--- src/rtl/lsu_pkg.sv ---
// lsu_pkg: shared FSM states, access-size encodings and opcodes for the load/store unit
package lsu_pkg;
  typedef enum logic [1:0] {IDLE, REQ, DONE} state_t;
  localparam logic [1:0] SZ_B = 2'b00;
  localparam logic [1:0] SZ_H = 2'b01;
  localparam logic [1:0] SZ_W = 2'b10;
  localparam logic [6:0] OP_LOAD  = 7'b0000011;
  localparam logic [6:0] OP_STORE = 7'b0100011;
endpackage

--- src/rtl/load_store_unit_if.sv ---
// load_store_unit_if: Wishbone-style classic-cycle data bus between the LSU and data memory
interface load_store_unit_if;
  logic        bus_cyc;
  logic        bus_stb;
  logic        bus_we;
  logic [31:0] bus_adr;
  logic [3:0]  bus_sel;
  logic [31:0] bus_dat_o;
  logic [31:0] bus_dat_i;
  logic        bus_ack;
  modport master (output bus_cyc, bus_stb, bus_we, bus_adr, bus_sel, bus_dat_o, input bus_dat_i, bus_ack);
  modport slave  (input bus_cyc, bus_stb, bus_we, bus_adr, bus_sel, bus_dat_o, output bus_dat_i, bus_ack);
endinterface

--- src/rtl/lsu_lane_align.sv ---
// lsu_lane_align: byte-lane enables, store replication, load shift/mask and legality check
module lsu_lane_align
  import lsu_pkg::*;
(
  input  logic [1:0]  off,
  input  logic [2:0]  funct3,
  input  logic        rd,
  input  logic        wr,
  input  logic [31:0] wdata,
  input  logic [31:0] dat_i,
  output logic [3:0]  sel,
  output logic [31:0] dat_o,
  output logic [31:0] rdata,
  output logic        legal
);
  logic [1:0]  sz;
  logic [31:0] shifted;
  assign sz      = funct3[1:0];
  assign sel     = sz == SZ_B ? 4'b0001 << off : sz == SZ_H ? 4'b0011 << {off[1], 1'b0} : 4'b1111;
  assign dat_o   = sz == SZ_B ? {4{wdata[7:0]}} : sz == SZ_H ? {2{wdata[15:0]}} : wdata;
  assign shifted = dat_i >> {off, 3'b000};
  assign rdata   = shifted & (sz == SZ_B ? 32'h0000_00FF : sz == SZ_H ? 32'h0000_FFFF : 32'hFFFF_FFFF);
  assign legal   = !(rd && wr) && sz != 2'b11 && !(wr && funct3[2]) &&
                   !(sz == SZ_H && off[0]) && !(sz == SZ_W && off != 2'b00);
endmodule

--- src/rtl/load_store_unit.sv ---
// load_store_unit: data-side bus initiator turning core load/store requests into classic bus cycles
module load_store_unit
  import lsu_pkg::*;
#(
  parameter int unsigned TIMEOUT_CYCLES = 255
) (
  input  logic        clk,
  input  logic        rst_n,
  input  logic        mem_read,
  input  logic        mem_write,
  input  logic [31:0] addr,
  input  logic [31:0] wdata,
  input  logic [2:0]  funct3,
  output logic        stall,
  output logic        done,
  output logic [31:0] read_data,
  output logic        misaligned,
  output logic        bus_err,
  load_store_unit_if.master bus
);
  state_t      state;
  logic [1:0]  off_q;
  logic [2:0]  f3_q;
  logic [31:0] cnt;
  logic [1:0]  lane_off;
  logic [2:0]  lane_f3;
  logic [3:0]  sel;
  logic [31:0] dat_o;
  logic [31:0] rdata;
  logic        legal;
  logic        req;
  logic        timeout;
  // outside IDLE the aligner works on the captured access, not the live inputs
  assign lane_off = state == IDLE ? addr[1:0] : off_q;
  assign lane_f3  = state == IDLE ? funct3 : f3_q;
  assign req      = mem_read | mem_write;
  assign timeout  = TIMEOUT_CYCLES != 0 && cnt == TIMEOUT_CYCLES - 1;
  assign stall    = (state == IDLE && req && legal) || state == REQ;
  lsu_lane_align u_align (
    .off    (lane_off),
    .funct3 (lane_f3),
    .rd     (mem_read),
    .wr     (mem_write),
    .wdata  (wdata),
    .dat_i  (bus.bus_dat_i),
    .sel    (sel),
    .dat_o  (dat_o),
    .rdata  (rdata),
    .legal  (legal)
  );
  always_ff @(posedge clk or negedge rst_n) begin
    if (!rst_n) begin
      state         <= IDLE;
      off_q         <= '0;
      f3_q          <= '0;
      cnt           <= '0;
      done          <= 1'b0;
      misaligned    <= 1'b0;
      bus_err       <= 1'b0;
      read_data     <= '0;
      bus.bus_cyc   <= 1'b0;
      bus.bus_stb   <= 1'b0;
      bus.bus_we    <= 1'b0;
      bus.bus_adr   <= '0;
      bus.bus_sel   <= '0;
      bus.bus_dat_o <= '0;
    end else begin
      done       <= 1'b0;
      misaligned <= 1'b0;
      bus_err    <= 1'b0;
      case (state)
        IDLE: begin
          if (req && legal) begin
            state         <= REQ;
            off_q         <= addr[1:0];
            f3_q          <= funct3;
            cnt           <= '0;
            bus.bus_cyc   <= 1'b1;
            bus.bus_stb   <= 1'b1;
            bus.bus_we    <= mem_write;
            bus.bus_adr   <= {addr[31:2], 2'b00};
            bus.bus_sel   <= sel;
            bus.bus_dat_o <= dat_o;
          end else begin
            misaligned <= req;
          end
        end
        REQ: begin
          cnt <= cnt + 1;
          // ack takes priority over a timeout expiring in the same cycle
          if (bus.bus_ack || timeout) begin
            state       <= DONE;
            done        <= 1'b1;
            bus_err     <= !bus.bus_ack;
            bus.bus_cyc <= 1'b0;
            bus.bus_stb <= 1'b0;
            read_data   <= !bus.bus_ack ? 32'd0 : bus.bus_we ? read_data : rdata;
          end
        end
        default: state <= IDLE;
      endcase
    end
  end
endmodule

--- src/flat_wrapper.sv ---
// flat-port wrapper written by rule: the top's interface ports become plain ports
module load_store_unit_flat import lsu_pkg::*;
#(
  parameter int unsigned TIMEOUT_CYCLES = 255
)
  (clk, rst_n, mem_read, mem_write, addr, wdata, funct3, stall, done, read_data, misaligned, bus_err, bus_bus_cyc, bus_bus_stb, bus_bus_we, bus_bus_adr, bus_bus_sel, bus_bus_dat_o, bus_bus_dat_i, bus_bus_ack);
  load_store_unit_if bus_i ();
  input  logic clk;
  input  logic rst_n;
  input  logic mem_read;
  input  logic mem_write;
  input  logic [31:0] addr;
  input  logic [31:0] wdata;
  input  logic [2:0] funct3;
  output logic stall;
  output logic done;
  output logic [31:0] read_data;
  output logic misaligned;
  output logic bus_err;
  output wire logic [$bits(bus_i.bus_cyc)-1:0] bus_bus_cyc;
  output wire logic [$bits(bus_i.bus_stb)-1:0] bus_bus_stb;
  output wire logic [$bits(bus_i.bus_we)-1:0] bus_bus_we;
  output wire logic [$bits(bus_i.bus_adr)-1:0] bus_bus_adr;
  output wire logic [$bits(bus_i.bus_sel)-1:0] bus_bus_sel;
  output wire logic [$bits(bus_i.bus_dat_o)-1:0] bus_bus_dat_o;
  input wire logic [$bits(bus_i.bus_dat_i)-1:0] bus_bus_dat_i;
  input wire logic [$bits(bus_i.bus_ack)-1:0] bus_bus_ack;
  assign bus_bus_cyc = bus_i.bus_cyc;
  assign bus_bus_stb = bus_i.bus_stb;
  assign bus_bus_we = bus_i.bus_we;
  assign bus_bus_adr = bus_i.bus_adr;
  assign bus_bus_sel = bus_i.bus_sel;
  assign bus_bus_dat_o = bus_i.bus_dat_o;
  assign bus_i.bus_dat_i = bus_bus_dat_i;
  assign bus_i.bus_ack = bus_bus_ack;
  load_store_unit #(.TIMEOUT_CYCLES(TIMEOUT_CYCLES)) u_core (.clk(clk), .rst_n(rst_n), .mem_read(mem_read), .mem_write(mem_write), .addr(addr), .wdata(wdata), .funct3(funct3), .stall(stall), .done(done), .read_data(read_data), .misaligned(misaligned), .bus_err(bus_err), .bus(bus_i));
endmodule
--- config.mk ---
export PLATFORM = sky130hd
export DESIGN_NAME = load_store_unit_flat
export DESIGN_NICKNAME = d
export VERILOG_FILES = /design/src/rtl/lsu_pkg.sv /design/src/rtl/load_store_unit_if.sv /design/src/rtl/lsu_lane_align.sv /design/src/rtl/load_store_unit.sv /design/src/flat_wrapper.sv
export SDC_FILE = /design/constraint.sdc
export NUM_CORES = 1
export LEC_CHECK = 0
export CELL_PAD_IN_SITES_DETAIL_PLACEMENT = 0
export CELL_PAD_IN_SITES_GLOBAL_PLACEMENT = 1
export CORE_ASPECT_RATIO = 0.6
export CORE_MARGIN = 5
export CORE_UTILIZATION = 36
export CTS_CLUSTER_SIZE = 10
export DETAILED_ROUTE_END_ITERATION = 12
export GPL_TIMING_DRIVEN = 0
export PLACE_DENSITY_LB_ADDON = 0.1
export REMOVE_ABC_BUFFERS = 1
export SLEW_MARGIN = 10
export SYNTH_ARGS = -nofsm -noshare
export SYNTH_HDL_FRONTEND = slang
export SYNTH_SLANG_ARGS = --single-unit
--- constraint.sdc ---
create_clock -name clk -period 2.7 [get_ports clk]
set_input_delay 0.54 -clock clk [delete_from_list [all_inputs] [get_ports clk]]
set_output_delay 0.54 -clock clk [all_outputs]
set_load 0.05 [all_outputs]
# [Word-level counts from Yosys, hierarchy flattened]
# Index checks and enable logic that the tools add are counted.
# Widths: inputs -> output; s select.
[totals] reg_bits=142 latchBits=0 ram_bits=0 romBits=0 word_cells=78 mem_count=0
[op_classes] add_sub_neg=1 mul=0 div_mod_pow=0 order_cmp=0 eq_ne=8 n_shift=3 muxes=24 bitwise_logic=2 n_reduce_logical=27
[op_table] cell="$mux 32" n=7
[op_table] cell="$pmux 32 s2" n=1
[op_table] cell="$add 32x1->32 const B" n=1
[op_table] cell="$and 32x32->32" n=1
[op_table] cell="$eq 32x8->1 const B" n=1
[op_table] cell="$shr 32x5->32" n=1
[op_table] cell="$logic_and 1x1->1" n=11
[op_table] cell="$mux 1" n=8
[op_table] cell="$mux 4" n=2
[op_table] cell="$ne 2x2->1 const B" n=4
[op_table] cell="$mux 2" n=3
[op_table] cell="$reduce_and 2->1" n=3
[op_table] cell="$reduce_and 3->1" n=2
[op_table] cell="$logic_not 1->1" n=5
[op_table] cell="$eq 2x1->1 const B" n=2
[op_table] cell="$logic_not 2->1" n=2
[op_table] cell="$pmux 2 s2" n=1
[op_table] cell="$reduce_bool 2->1" n=2
[op_table] cell="$shl 1x2->4 const A" n=1
[op_table] cell="$shl 2x2->4 const A" n=1
[op_table] cell="$mux 3" n=1
[op_table] cell="$eq 2x2->1 const B" n=1
[op_table] cell="$logic_or 1x1->1" n=2
[op_table] cell="$pmux 1 s2" n=1
[op_table] cell="$or 1x1->1" n=1

# [Logic depth before layout (Yosys ltp)]
[logic_depth] ltp_word=10 ltp_mapped=9

# [Cells and area by module]
# A second synthesis with hierarchy kept.
[hier_totals] cells_unflattened=810 hier_area_um2=7613.6
[modules_own_cells] module="load_store_unit" instances=1 cells_each=653 area_each_um2=6505.0 seq_area_each_um2=3553.4
[modules_own_cells] module="lsu_lane_align" instances=1 cells_each=157 area_each_um2=1108.6 seq_area_each_um2=0.0

# [Worst setup path after synthesis]
# OpenSTA, ideal clock, no wires.
[synth_timing] kind="input to output" from="input addr[1]" to="output stall" t_arrival_ns=2.629 setup_slack_ns=-0.469 stages=4 path_buffers=0 cell_sequence="or4_1 > o221a_2 > o21a_1 > o21ai_0"
[synth_via] elab_chain_len=7
[synth_lines] element="start: declaration" line="flat_wrapper.sv:12" rtl="input logic [31:0] addr;"
[synth_lines] element="$mux 2" line="load_store_unit.sv:34" rtl="assign lane_off = state == IDLE ? addr[1:0] : off_q;"
[synth_lines] element="$reduce_bool 2->1" line="lsu_lane_align.sv:24" rtl="!(sz == SZ_H && off[0]) && !(sz == SZ_W && off != 2'b00);"
[synth_lines] element="$logic_and 1x1->1" line="lsu_lane_align.sv:24"
[synth_lines] element="$logic_not 1->1" line="lsu_lane_align.sv:24"
[synth_lines] element="$logic_and 1x1->1" line="lsu_lane_align.sv:24"
[synth_lines] element="$logic_and 1x1->1" line="load_store_unit.sv:38" rtl="assign stall = (state == IDLE && req && legal) || state == REQ;"
[synth_lines] element="$logic_or 1x1->1" line="load_store_unit.sv:38"
[synth_lines] element="end: declaration" line="flat_wrapper.sv:15" rtl="output logic stall;"
# Every way passes these cells.

# [Final worst setup path]
[layout_timing] from="input addr[0]" to="output stall"
[layout_via] elab_chain_len=7
[layout_lines] element="$mux 2 *" line="load_store_unit.sv:34"
[layout_lines] element="$reduce_bool 2->1 or $logic_and 1x1->1 (tied branches)" line="lsu_lane_align.sv:24"
[layout_lines] element="$logic_and 1x1->1 or $logic_not 1->1 (tied branches)" line="lsu_lane_align.sv:24"
[layout_lines] element="$logic_not 1->1 or $logic_and 1x1->1 (tied branches)" line="lsu_lane_align.sv:24, lsu_lane_align.sv:23"
[layout_lines] element="$logic_and 1x1->1 *" line="lsu_lane_align.sv:24"
[layout_lines] element="$logic_and 1x1->1 *" line="load_store_unit.sv:38"
[layout_lines] element="$logic_or 1x1->1 *" line="load_store_unit.sv:38"
# Every way passes the cells marked *; elsewhere a longest branch is shown, timed or not.

==> out/metrics.yaml <==
sta:
  min_period_over_period: 1.00
  timing.final.ws_setup_ps: -4.44
  drv_slew: 0
  relSlewSlack: 0.254
  worst_pin_slew_ps: 1120
  hold_viol: 0
  skew_ps: 15.2
  period_needed_ps: 2700
  fmax_mhz: 370
  setup_viol: 1
  rsz0062_at_grt: "true"
setup_path:
  crit_family: "simple AND/OR/NAND/NOR gates"
  cp.arrival_ps: 2160
  worst-setup-path-type: "in2out"
  start_kind: "input pin"
  r2r-start: "u_core.state[1]$_DFFE_PN0P_"
  setup.worst_path.start: "addr[0]"
  cp_max_fo: 6
  cp-end-kind: "output pin"
  path_buf_inv: 2
  required_ps: 2160
  cp_slowest_cell: "or4_4"
  cpPeakStageDelay_ps: 570
  crit_chain: "dlygate4sd2_1 > or4_4 > o221a_4 > o21a_4 > o21ai_4 > buf_8"
yosys:
  synth_area_per_cell_sq_um: 9.82
  synthMuxAreaShare: 0.114
  synthDistinctLibCells: 59
  yosysSeqAreaShare: 0.513
  ys_ff_latch: 142
  syn_inst: 705
  synth_warnings: 0
  synth_xor_area_frac: 0.00759
  synth_top_family_by_area: "simple AND/OR/NAND/NOR gates"
  synth_compound_area_frac: 0.119
  syn-cell-area_sq_mm: 0.00693
  synth_fa_ha_area_frac: 0.00361
  yosys.area_share.simple: 0.203
  async_flop_share: 1.00
  synth-main-ff-cell: "dfrtp_1"
  synth_enable_flop_cells: 0
floorplanning:
  core_sq_mm: 0.0190
  ios: 211
  rows: 39
  die_w_um: 189
  die_height_um: 117
  dieArea_sq_mm: 0.0222
  initial_core_util: 0.365
clock_tree:
  root_buffer: "clkbuf_16"
  cts_sinks: 142
  cts_tree: "yes"
  cts_buffers: 17
  clk_latency_ps: 430
  clk_pin_slew_ps: 60
  cts_hold_buffers: 0
  htreeDepth: 4
  clockBufferDepth: 2
run_status:
  violations: "setup timing"
  status: "complete, but fails checks"
final_layout:
  multi_input_area_sq_mm: 0.00321
  seqCellArea_sq_mm: 0.00356
  final_cell_mix: "clkdlybuf4s50_1, nand2_1, dfrtp_1"
  nFillCells: 1687
  drive_above_1_share: 0.112
  num-nets-final: 1016
  area_growth_pct: 45.1
  final_common_cell: "clkdlybuf4s50_1"
  diodes: 0
global_route:
  overflow: 0
  track_usage: 0.190
  antenna_found_initial: 0
  grt_pass1_vias: 6173
  grt_start_max_net_pins: 85
  grt_first_pass_wirelength_um: 33900
power:
  total_power_mw: 13.0
  irDropWorstVdd_uv: 629
  power_density_mw_per_mm2: 1290
  leakage_nw: 4.50
placement:
  post-place-ws_ps: -1060
  place_hpwl_um: 14800
  place.gp.congestion: 0.782
  port_buffers: 208
route:
  ant_nets: 0
  drtPass1Iterations: 5
  vias: 5921
  wl_um: 21000
  via_per_inst: 5.07
  drc: 0
  drt_iter0_drc: 250
  wl_per_cell_um: 17.9
min_path:
  hold_path.class: "in2async"
job:
  max_cap_viol_count: 0
==> worst paths after layout <==
path / end / slack [ps] / cells past startpoint
setup / recovery: stall / -4 / 6
hold / removal: u_core.bus.bus_adr[13]$_DFFE_PN0P_ / 50 / 1
setup reg to reg: u_core.bus.bus_dat_o[24]$_DFFE_PN0P_ / 70 / 7
hold reg to reg: u_core.bus.bus_dat_o[25]$_DFFE_PN0P_ / 480 / 1
max in group asynchronous: u_core.bus.bus_dat_o[30]$_DFFE_PN0P_ / 1840 / 2
min in group clk: u_core.bus.bus_dat_o[25]$_DFFE_PN0P_ / 480 / 1
==> logic make-up after synthesis <==
kind of cell               Yosys count
AOI/OAI and AO/OA                  114
xor gates and xnor gates             6
adders and majority gates            2
buffers and inverters               52
DFF                                142
muxes                               73
other                                1
and+or+nand+nor                    315
==> power by group <==
| group | switching [mW] | total [mW] | internal (mW) |
|---|---|---|---|
| Sequential | 0.515 | 3.42 | 2.90 |
| Clock | 1.00 | 2.60 | 1.59 |
| Combinational | 4.53 | 6.98 | 2.46 |
==> metal layers <==
layer / up-vias / GRT usage / share of wire
li1: 2863 / - / -
met4: 0 / 0.0428 / 0.0081
met2: 177 / 0.274 / 0.42
met5: - / 0 / 0
met3: 11 / 0.0790 / 0.090
met1: 2870 / 0.267 / 0.48
==> worst reg2reg max path, delay by kind of cell, from the launching register on <==
kind / cells / cell delay (ps)
mux: 1 / 330
compound gates: 3 / 960
buf+inv: 2 / 470
simple gates: 1 / 300
flops: 1 / 520
==> stage by stage <==
stage               area, sq um  TNS, ps  cells   util  hold WS (ps)
floorplan                  6720   -65850    669      -           244
global placement           9110  -920340   1123  0.480           453
detailed placement         9260   -24600   1129  0.488           464
CTS                        9990    -60.7   1166  0.526          58.6
global route              10000     -235   1169  0.529          82.8
finish                    10000    -4.44   1169  0.529          46.7
==> repair_timing <==
item | in CTS | in global routing
setup buffers | 5 | 2
gates cloned | 0 | 1
gates resized for setup | 22 | 5
endpoints found under the setup margin | 47 | 22
pin swaps | 3 | 0
hold endpoints to repair | 0 | 0
==> area by class of cell <==
cell class,instances,share of cell area
multi-input combinational,513,0.320
inverter,15,0.00560
sequential,142,0.354
tap,246,0.0306
clock buffer,18,0.0437
timing repair buffer,221,0.226
clock inverter,14,0.0205
==> synth_stat cells, drive strengths merged (2+ instances only) <==
master / instances / area share
o2bb2ai: 8 / 0.010
nor2b: 2 / 0.0018
a311oi: 8 / 0.017
nand2: 198 / 0.11
ha: 2 / 0.0036
a22oi: 8 / 0.0087
a21oi: 4 / 0.0029
mux2: 27 / 0.046
nor3b: 6 / 0.0072
nor3: 5 / 0.0036
dfrtp: 142 / 0.51
o21bai: 2 / 0.0022
nor2: 41 / 0.024
o22ai: 8 / 0.0072
inv: 15 / 0.0081
a21o: 10 / 0.011
clkbuf: 10 / 0.0054
nand4: 9 / 0.0081
o21a: 5 / 0.0054
o21ai: 35 / 0.025
o31ai: 7 / 0.0076
nor4: 11 / 0.014
or2: 2 / 0.0018
xnor2: 3 / 0.0038
xor2: 3 / 0.0038
mux2i: 46 / 0.068
a31oi: 4 / 0.0036
buf: 27 / 0.025
o211ai: 9 / 0.0098
nand3: 25 / 0.018
and3: 7 / 0.0063
nand2b: 2 / 0.0022
==> flip-flops by register name (all words and copies together), names as in the netlist <==
register	flops
u_core.bus.bus_adr	30
u_core.bus.bus_cyc	1
u_core.bus.bus_dat_o	32
u_core.bus.bus_sel	4
u_core.bus.bus_we	1
u_core.bus_err	1
u_core.cnt	32
u_core.done	1
u_core.f3_q	3
u_core.misaligned	1
u_core.off_q	2
u_core.read_data	32
u_core.state	2
Note: power is estimated with default switching activity, not from simulation.
